$ cat src/rtl/tp84_snd_mixer.sv
// ----------------------------------------------------------------------------
// tp84_snd_mixer
//
// Sample-rate mixer for the tp84 sound path. Four unsigned 8-bit sources
// (three SN76489 voices plus the DAC) are each re-centred around 128, scaled
// by their own unsigned 8-bit gain, summed, shifted down and saturated into a
// single signed 16-bit sample. One sample is produced every DIV clocks. The
// single multiplier is time-shared across the four channels by a short FSM
// that runs once per sample period.
//
// Parameters
//   DIV    clocks per output sample, 8..1023 (256 -> 192 kHz at 49.152 MHz)
//   SHIFT  arithmetic right shift applied to the 19-bit sum, 0..3
//
// Ports
//   clk        in   1   system clock
//   reset      in   1   asynchronous, active-low reset
//   ch_in      in   32  ch0 = [7:0] .. ch3 = [31:24], unsigned, 128 = silence
//   gain_in    in   32  gains packed in the same order, 255 = ~unity
//   out        out  16  signed mixed sample, held between strobes
//   out_valid  out  1   one-cycle strobe when out updates
//   clip       out  1   sticky saturation flag, only when
//                       TP84_MIX_CLIP_FLAG_EN is defined
//
// Build option
//   TP84_MIX_CLIP_FLAG_EN  adds the clip port and its sticky flag register.
//                          Saturation itself is identical either way.
// ----------------------------------------------------------------------------

module tp84_snd_mixer #(
    parameter int unsigned DIV   = 256,
    parameter int unsigned SHIFT = 2
) (
    input  logic        clk,
    input  logic        reset,
    input  logic [31:0] ch_in,
    input  logic [31:0] gain_in,
    output logic [15:0] out,
    output logic        out_valid
`ifdef TP84_MIX_CLIP_FLAG_EN
    ,
    output logic        clip
`endif
);

    // ------------------------------------------------------------------------
    // Constants
    // ------------------------------------------------------------------------
    localparam logic [9:0] DIV_LAST = 10'(DIV - 1);

    localparam logic [2:0] S_IDLE  = 3'd0;
    localparam logic [2:0] S_LATCH = 3'd1;
    localparam logic [2:0] S_ACC0  = 3'd2;
    localparam logic [2:0] S_ACC1  = 3'd3;
    localparam logic [2:0] S_ACC2  = 3'd4;
    localparam logic [2:0] S_ACC3  = 3'd5;
    localparam logic [2:0] S_SAT   = 3'd6;

    localparam logic signed [18:0] SAT_MAX = 19'sd32767;
    localparam logic signed [18:0] SAT_MIN = -19'sd32768;

    // ------------------------------------------------------------------------
    // Sample-rate divider
    // ------------------------------------------------------------------------
    logic [9:0] r_div_cnt;
    logic       w_tick;

    assign w_tick = (r_div_cnt == DIV_LAST);

    always_ff @(posedge clk or negedge reset) begin
        if (!reset) begin
            r_div_cnt <= 10'd0;
        end else if (w_tick) begin
            r_div_cnt <= 10'd0;
        end else begin
            r_div_cnt <= r_div_cnt + 10'd1;
        end
    end

    // ------------------------------------------------------------------------
    // Sequencing FSM
    // ------------------------------------------------------------------------
    logic [2:0] r_state;
    logic [2:0] w_state_nxt;

    // A tick outside IDLE is simply ignored; with DIV >= 8 the sequence has
    // always returned to IDLE before the next tick arrives.
    always_comb begin
        w_state_nxt = r_state;
        case (r_state)
            S_IDLE:  if (w_tick) w_state_nxt = S_LATCH;
            S_LATCH: w_state_nxt = S_ACC0;
            S_ACC0:  w_state_nxt = S_ACC1;
            S_ACC1:  w_state_nxt = S_ACC2;
            S_ACC2:  w_state_nxt = S_ACC3;
            S_ACC3:  w_state_nxt = S_SAT;
            S_SAT:   w_state_nxt = S_IDLE;
            default: w_state_nxt = S_IDLE;
        endcase
    end

    always_ff @(posedge clk or negedge reset) begin
        if (!reset) begin
            r_state <= S_IDLE;
        end else begin
            r_state <= w_state_nxt;
        end
    end

    // ------------------------------------------------------------------------
    // Input shadow registers
    // ------------------------------------------------------------------------
    // Snapshotting both buses in LATCH keeps the sample in flight coherent even
    // if the sound chips update their levels during the accumulate steps.
    logic [31:0] r_ch_sh;
    logic [31:0] r_gain_sh;

    always_ff @(posedge clk or negedge reset) begin
        if (!reset) begin
            r_ch_sh   <= 32'd0;
            r_gain_sh <= 32'd0;
        end else if (r_state == S_LATCH) begin
            r_ch_sh   <= ch_in;
            r_gain_sh <= gain_in;
        end
    end

    // ------------------------------------------------------------------------
    // Shared multiplier
    // ------------------------------------------------------------------------
    logic [7:0]         w_ch_sel;
    logic [7:0]         w_gain_sel;
    logic signed [8:0]  w_sample;
    logic signed [8:0]  w_gain_s;
    logic signed [17:0] w_prod;
    logic signed [18:0] w_prod_ext;

    always_comb begin
        w_ch_sel   = r_ch_sh[7:0];
        w_gain_sel = r_gain_sh[7:0];
        case (r_state)
            S_ACC1: begin
                w_ch_sel   = r_ch_sh[15:8];
                w_gain_sel = r_gain_sh[15:8];
            end
            S_ACC2: begin
                w_ch_sel   = r_ch_sh[23:16];
                w_gain_sel = r_gain_sh[23:16];
            end
            S_ACC3: begin
                w_ch_sel   = r_ch_sh[31:24];
                w_gain_sel = r_gain_sh[31:24];
            end
            default: begin
                w_ch_sel   = r_ch_sh[7:0];
                w_gain_sel = r_gain_sh[7:0];
            end
        endcase
    end

    // Re-centre the unsigned source on 128: range -128..127.
    assign w_sample   = $signed({1'b0, w_ch_sel}) - 9'sd128;
    assign w_gain_s   = $signed({1'b0, w_gain_sel});
    // Product range -32640..32385; a gain of 0 yields exactly 0.
    assign w_prod     = w_sample * w_gain_s;
    assign w_prod_ext = {w_prod[17], w_prod};

    // ------------------------------------------------------------------------
    // Accumulator
    // ------------------------------------------------------------------------
    // Four worst-case products span -130560..129540, inside 19 bits signed,
    // so no overflow handling is needed here.
    logic signed [18:0] r_acc;

    always_ff @(posedge clk or negedge reset) begin
        if (!reset) begin
            r_acc <= 19'sd0;
        end else begin
            case (r_state)
                S_LATCH: r_acc <= 19'sd0;
                S_ACC0,
                S_ACC1,
                S_ACC2,
                S_ACC3:  r_acc <= r_acc + w_prod_ext;
                default: r_acc <= r_acc;
            endcase
        end
    end

    // ------------------------------------------------------------------------
    // Shift and saturate
    // ------------------------------------------------------------------------
    logic signed [18:0] w_shifted;
    logic               w_over;
    logic               w_under;
    logic [15:0]        w_sat;

    assign w_shifted = r_acc >>> SHIFT;
    assign w_over    = (w_shifted > SAT_MAX);
    assign w_under   = (w_shifted < SAT_MIN);

    always_comb begin
        if (w_over) begin
            w_sat = 16'h7fff;
        end else if (w_under) begin
            w_sat = 16'h8000;
        end else begin
            w_sat = w_shifted[15:0];
        end
    end

    // ------------------------------------------------------------------------
    // Output registers
    // ------------------------------------------------------------------------
    logic [15:0] r_out;
    logic        r_out_valid;

    always_ff @(posedge clk or negedge reset) begin
        if (!reset) begin
            r_out       <= 16'd0;
            r_out_valid <= 1'b0;
        end else begin
            r_out_valid <= (r_state == S_SAT);
            if (r_state == S_SAT) begin
                r_out <= w_sat;
            end
        end
    end

    assign out       = r_out;
    assign out_valid = r_out_valid;

`ifdef TP84_MIX_CLIP_FLAG_EN
    // Sticky: once either rail has been hit it stays set until reset.
    logic r_clip;

    always_ff @(posedge clk or negedge reset) begin
        if (!reset) begin
            r_clip <= 1'b0;
        end else if ((r_state == S_SAT) && (w_over || w_under)) begin
            r_clip <= 1'b1;
        end
    end

    assign clip = r_clip;
`endif

endmodule

$ cat config.mk
export PLATFORM = sky130hd
export DESIGN_NAME = tp84_snd_mixer
export DESIGN_NICKNAME = d
export VERILOG_FILES = /design/src/rtl/tp84_snd_mixer.sv
export SDC_FILE = /design/constraint.sdc
export NUM_CORES = 1
export LEC_CHECK = 0
export ABC_AREA = 1
export BUFFER_PORTS_ARGS = -buffer_cell sky130_fd_sc_hd__buf_2
export CORE_MARGIN = 4
export CORE_UTILIZATION = 55
export DETAILED_ROUTE_END_ITERATION = 7
export GPL_ROUTABILITY_DRIVEN = 0
export PLACE_DENSITY = 0.79
export SYNTH_ARGS = -nofsm -noshare
export SYNTH_HDL_FRONTEND = slang
export SYNTH_SLANG_ARGS = --single-unit
$ cat constraint.sdc
create_clock -name clk -period 6.2 [get_ports clk]
set_input_delay 0.93 -clock clk [delete_from_list [all_inputs] [get_ports clk]]
set_output_delay 0.93 -clock clk [all_outputs]
set_load 0.03 [all_outputs]
==> impl_metrics.json <==
{
  "synth.area.top_cells": "dfrtp_1, fa_1, inv_1",
  "worstSetupPathType": "flip-flop to flip-flop",
  "cts_tree": "built",
  "yosysSeqAreaShare": 0.3374,
  "yosysUniqueCellTypes": 38,
  "hold_path.class": "flip-flop to flip-flop",
  "dp.cells": 1214,
  "vias_per_cell": 5.218,
  "synth_top_area_share": 0.3374,
  "hold_viol": 0,
  "cpPeakStageDelay_ns": 0.57,
  "final_max_slew_viol_count": 0,
  "synth-main-ff-cell": "dfrtp_1",
  "grtUsageTotal": 0.2184,
  "antenna_found_initial": 0,
  "cts_made_buffers": 17,
  "rows": 44,
  "synth_cells": 961,
  "avgSynthCellArea_um2": 8.722,
  "grt_pass1_wl_mm": 31.04,
  "route.detailed.drc": 0,
  "start_util": 0.5681,
  "synth_fp_nets": 1144,
  "cts_sinks": 113,
  "synthArstFlopShare": 1.000,
  "powerDensity_mw_per_mm2": 331.6,
  "drtIter0Drc": 427,
  "dieArea_mm2": 0.01728,
  "clockRootBuffer": "clkbuf_16",
  "drive_gt1_frac": 0.1989,
  "status": "complete, no violations",
  "cts_buffer_depth": 2,
  "grt_max_degree": 74,
  "dpl.hpwl_mm": 13.70,
  "area_delta_synth_final_pct": 15.88,
  "vias": 6549,
  "diodes": 0,
  "yosys_warnings": 0,
  "die_x_um": 131.5,
  "critPathMaxFanout": 13,
  "portBuffers": 82,
  "clk_latency_ns": 0.42,
  "cpMostUsedCell": "fa_1",
  "ys_top_cells_by_count": "inv_1, nand2_1, nor2_1",
  "p_total_mw": 3.221,
  "synth.most_common_cell": "inv_1",
  "period_minus_slack_ns": 5.897,
  "cp-end-kind": "flip-flop",
  "required_ns": 6.51,
  "max_freq_mhz": 169.6,
  "startpoint_type": "flip-flop",
  "drt_wl_total_mm": 18.50,
  "synth-seq-cells": 113,
  "grt_overflow": 0,
  "worstPathArrival_ns": 6.21,
  "core_area_mm2": 0.01475,
  "worst_pin_slew_ns": 0.8989,
  "final_net_count": 1242,
  "wl_per_cell_um": 14.74,
  "synth_area_mm2": 0.008382,
  "path_clk_slew_ns": 0.05,
  "dr.pass1.iters": 5,
  "vdd.ir_drop.worst_v": 0.0002156,
  "h-tree-depth": 4,
  "synth_edf_count": 0,
  "fin_cells": 1255,
  "leakage_nw": 5.118,
  "die_height_um": 131.5,
  "finalClockSkew_ns": 0.009332,
  "slew_headroom": 0.4007,
  "antenna_left": 0,
  "grt_pass1_vias": 6706,
  "ioPinCount": 83,
  "min_period_over_period": 0.9511,
  "slowest_stage": "fa_1",
  "setup_viol": 0,
  "synth_top_area_cell": "dfrtp_1",
  "cap_violations": 0
}
[flip-flops by register name, summed over array words and instances (netlist names)]
name / count
r_gain_sh: 32
r_acc: 19
out: 16
r_ch_sh: 32
r_div_cnt: 10
r_state: 3
out_valid: 1
[cell usage in the layout (no fill, tap or decap), types with 3 or more instances in the layout]
cell type	count
a21oi_1	65
buf_2	81
nand2_1	141
inv_1	200
inv_6	3
buf_4	21
a2bb2oi_1	15
o22ai_2	11
fa_1	70
dfrtp_1	111
nand3_4	3
nor2_4	4
nor2_1	113
clkinvlp_4	4
xor2_1	8
clkinv_4	3
nand3_1	18
o22ai_1	17
o22ai_4	4
nand3b_1	8
mux2_2	17
ha_1	45
inv_2	17
o21ai_1	9
clkbuf_16	17
o21ai_0	26
a21oi_2	4
[logic make-up after synthesis]
group	synth area share
AOI/OAI and AO/OA	0.1248
xor gates and xnor gates	0.01045
adders and majority gates	0.2382
buffers and inverters	0.1160
DFF	0.3374
muxes	0.02284
and+or+nand+nor	0.1503
[per-stage QoR]
step           utilization  hold slack, ns  TNS (ns)  area, um^2  worst slack (ns)
2_1_floorplan            -          0.4415         0        8382            0.6031
3_3_place_gp        0.6091          0.4596         0        8987            0.2662
6_report            0.6583          0.4703         0        9713            0.3030
3_5_place_dp        0.6091          0.4597         0        8987            0.1185
4_1_cts             0.6477          0.4726         0        9557            0.1038
5_1_grt             0.6583          0.4987   -0.1359        9713          -0.05516
[report_power, final]
part	internal, mW	total (mW)	switching, mW	leakage, nW
Sequential	0.759	0.769	0.00933	1.41
Combinational	0.571	1.51	0.939	3.44
Clock	0.590	0.942	0.352	0.270
Total	1.92	3.22	1.30	5.12
[timing repair]
action                     in CTS  in global routing
hold buffers                    0                  0
setup buffers                   0                  9
resized for setup               0                 22
setup endpoints to repair       0                 10
[per-layer routing]
layer / vias to the layer above / routed length, um / global-route usage
met4: 0 / 425 / 0.08051
met2: 236 / 8909 / 0.3559
met3: 33 / 1001 / 0.04511
li1: 3182 / - / -
met5: - / 0 / 0
met1: 3098 / 8167 / 0.2914
[cell type report]
class,instances,area [um^2]
repair inverters,1,8.758
clock inverters,12,136.4
clock buffers,19,432.9
flip-flops and latches,113,2830
well taps,184,230.2
fillers,1183,5041
repair buffers,103,574.3
multi-input cells,602,4649
inverters,221,850.8
[final timing paths]
path                            cells after the start         start      endpoint  slack [ns]
worst max-delay path                               27    r_state[1]     r_acc[15]        0.30
worst min-delay path                                1  r_div_cnt[4]  r_div_cnt[4]        0.47
worst max register to register                     27    r_state[1]     r_acc[15]        0.30
worst min register to register                      1  r_div_cnt[4]  r_div_cnt[4]        0.47
max in group asynchronous                           2         reset    r_state[1]        4.38
min in group asynchronous                           1         reset      r_acc[4]        0.49
[worst max-delay path, delay by kind of cell, from the launching register on]
kind	cells	cell delay [ns]
fa+ha+maj	7	3.20
compound gates	3	0.36
flops	1	0.45
buf+inv	9	0.92
simple gates	8	0.85
Power figures use the tool's default switching activity.
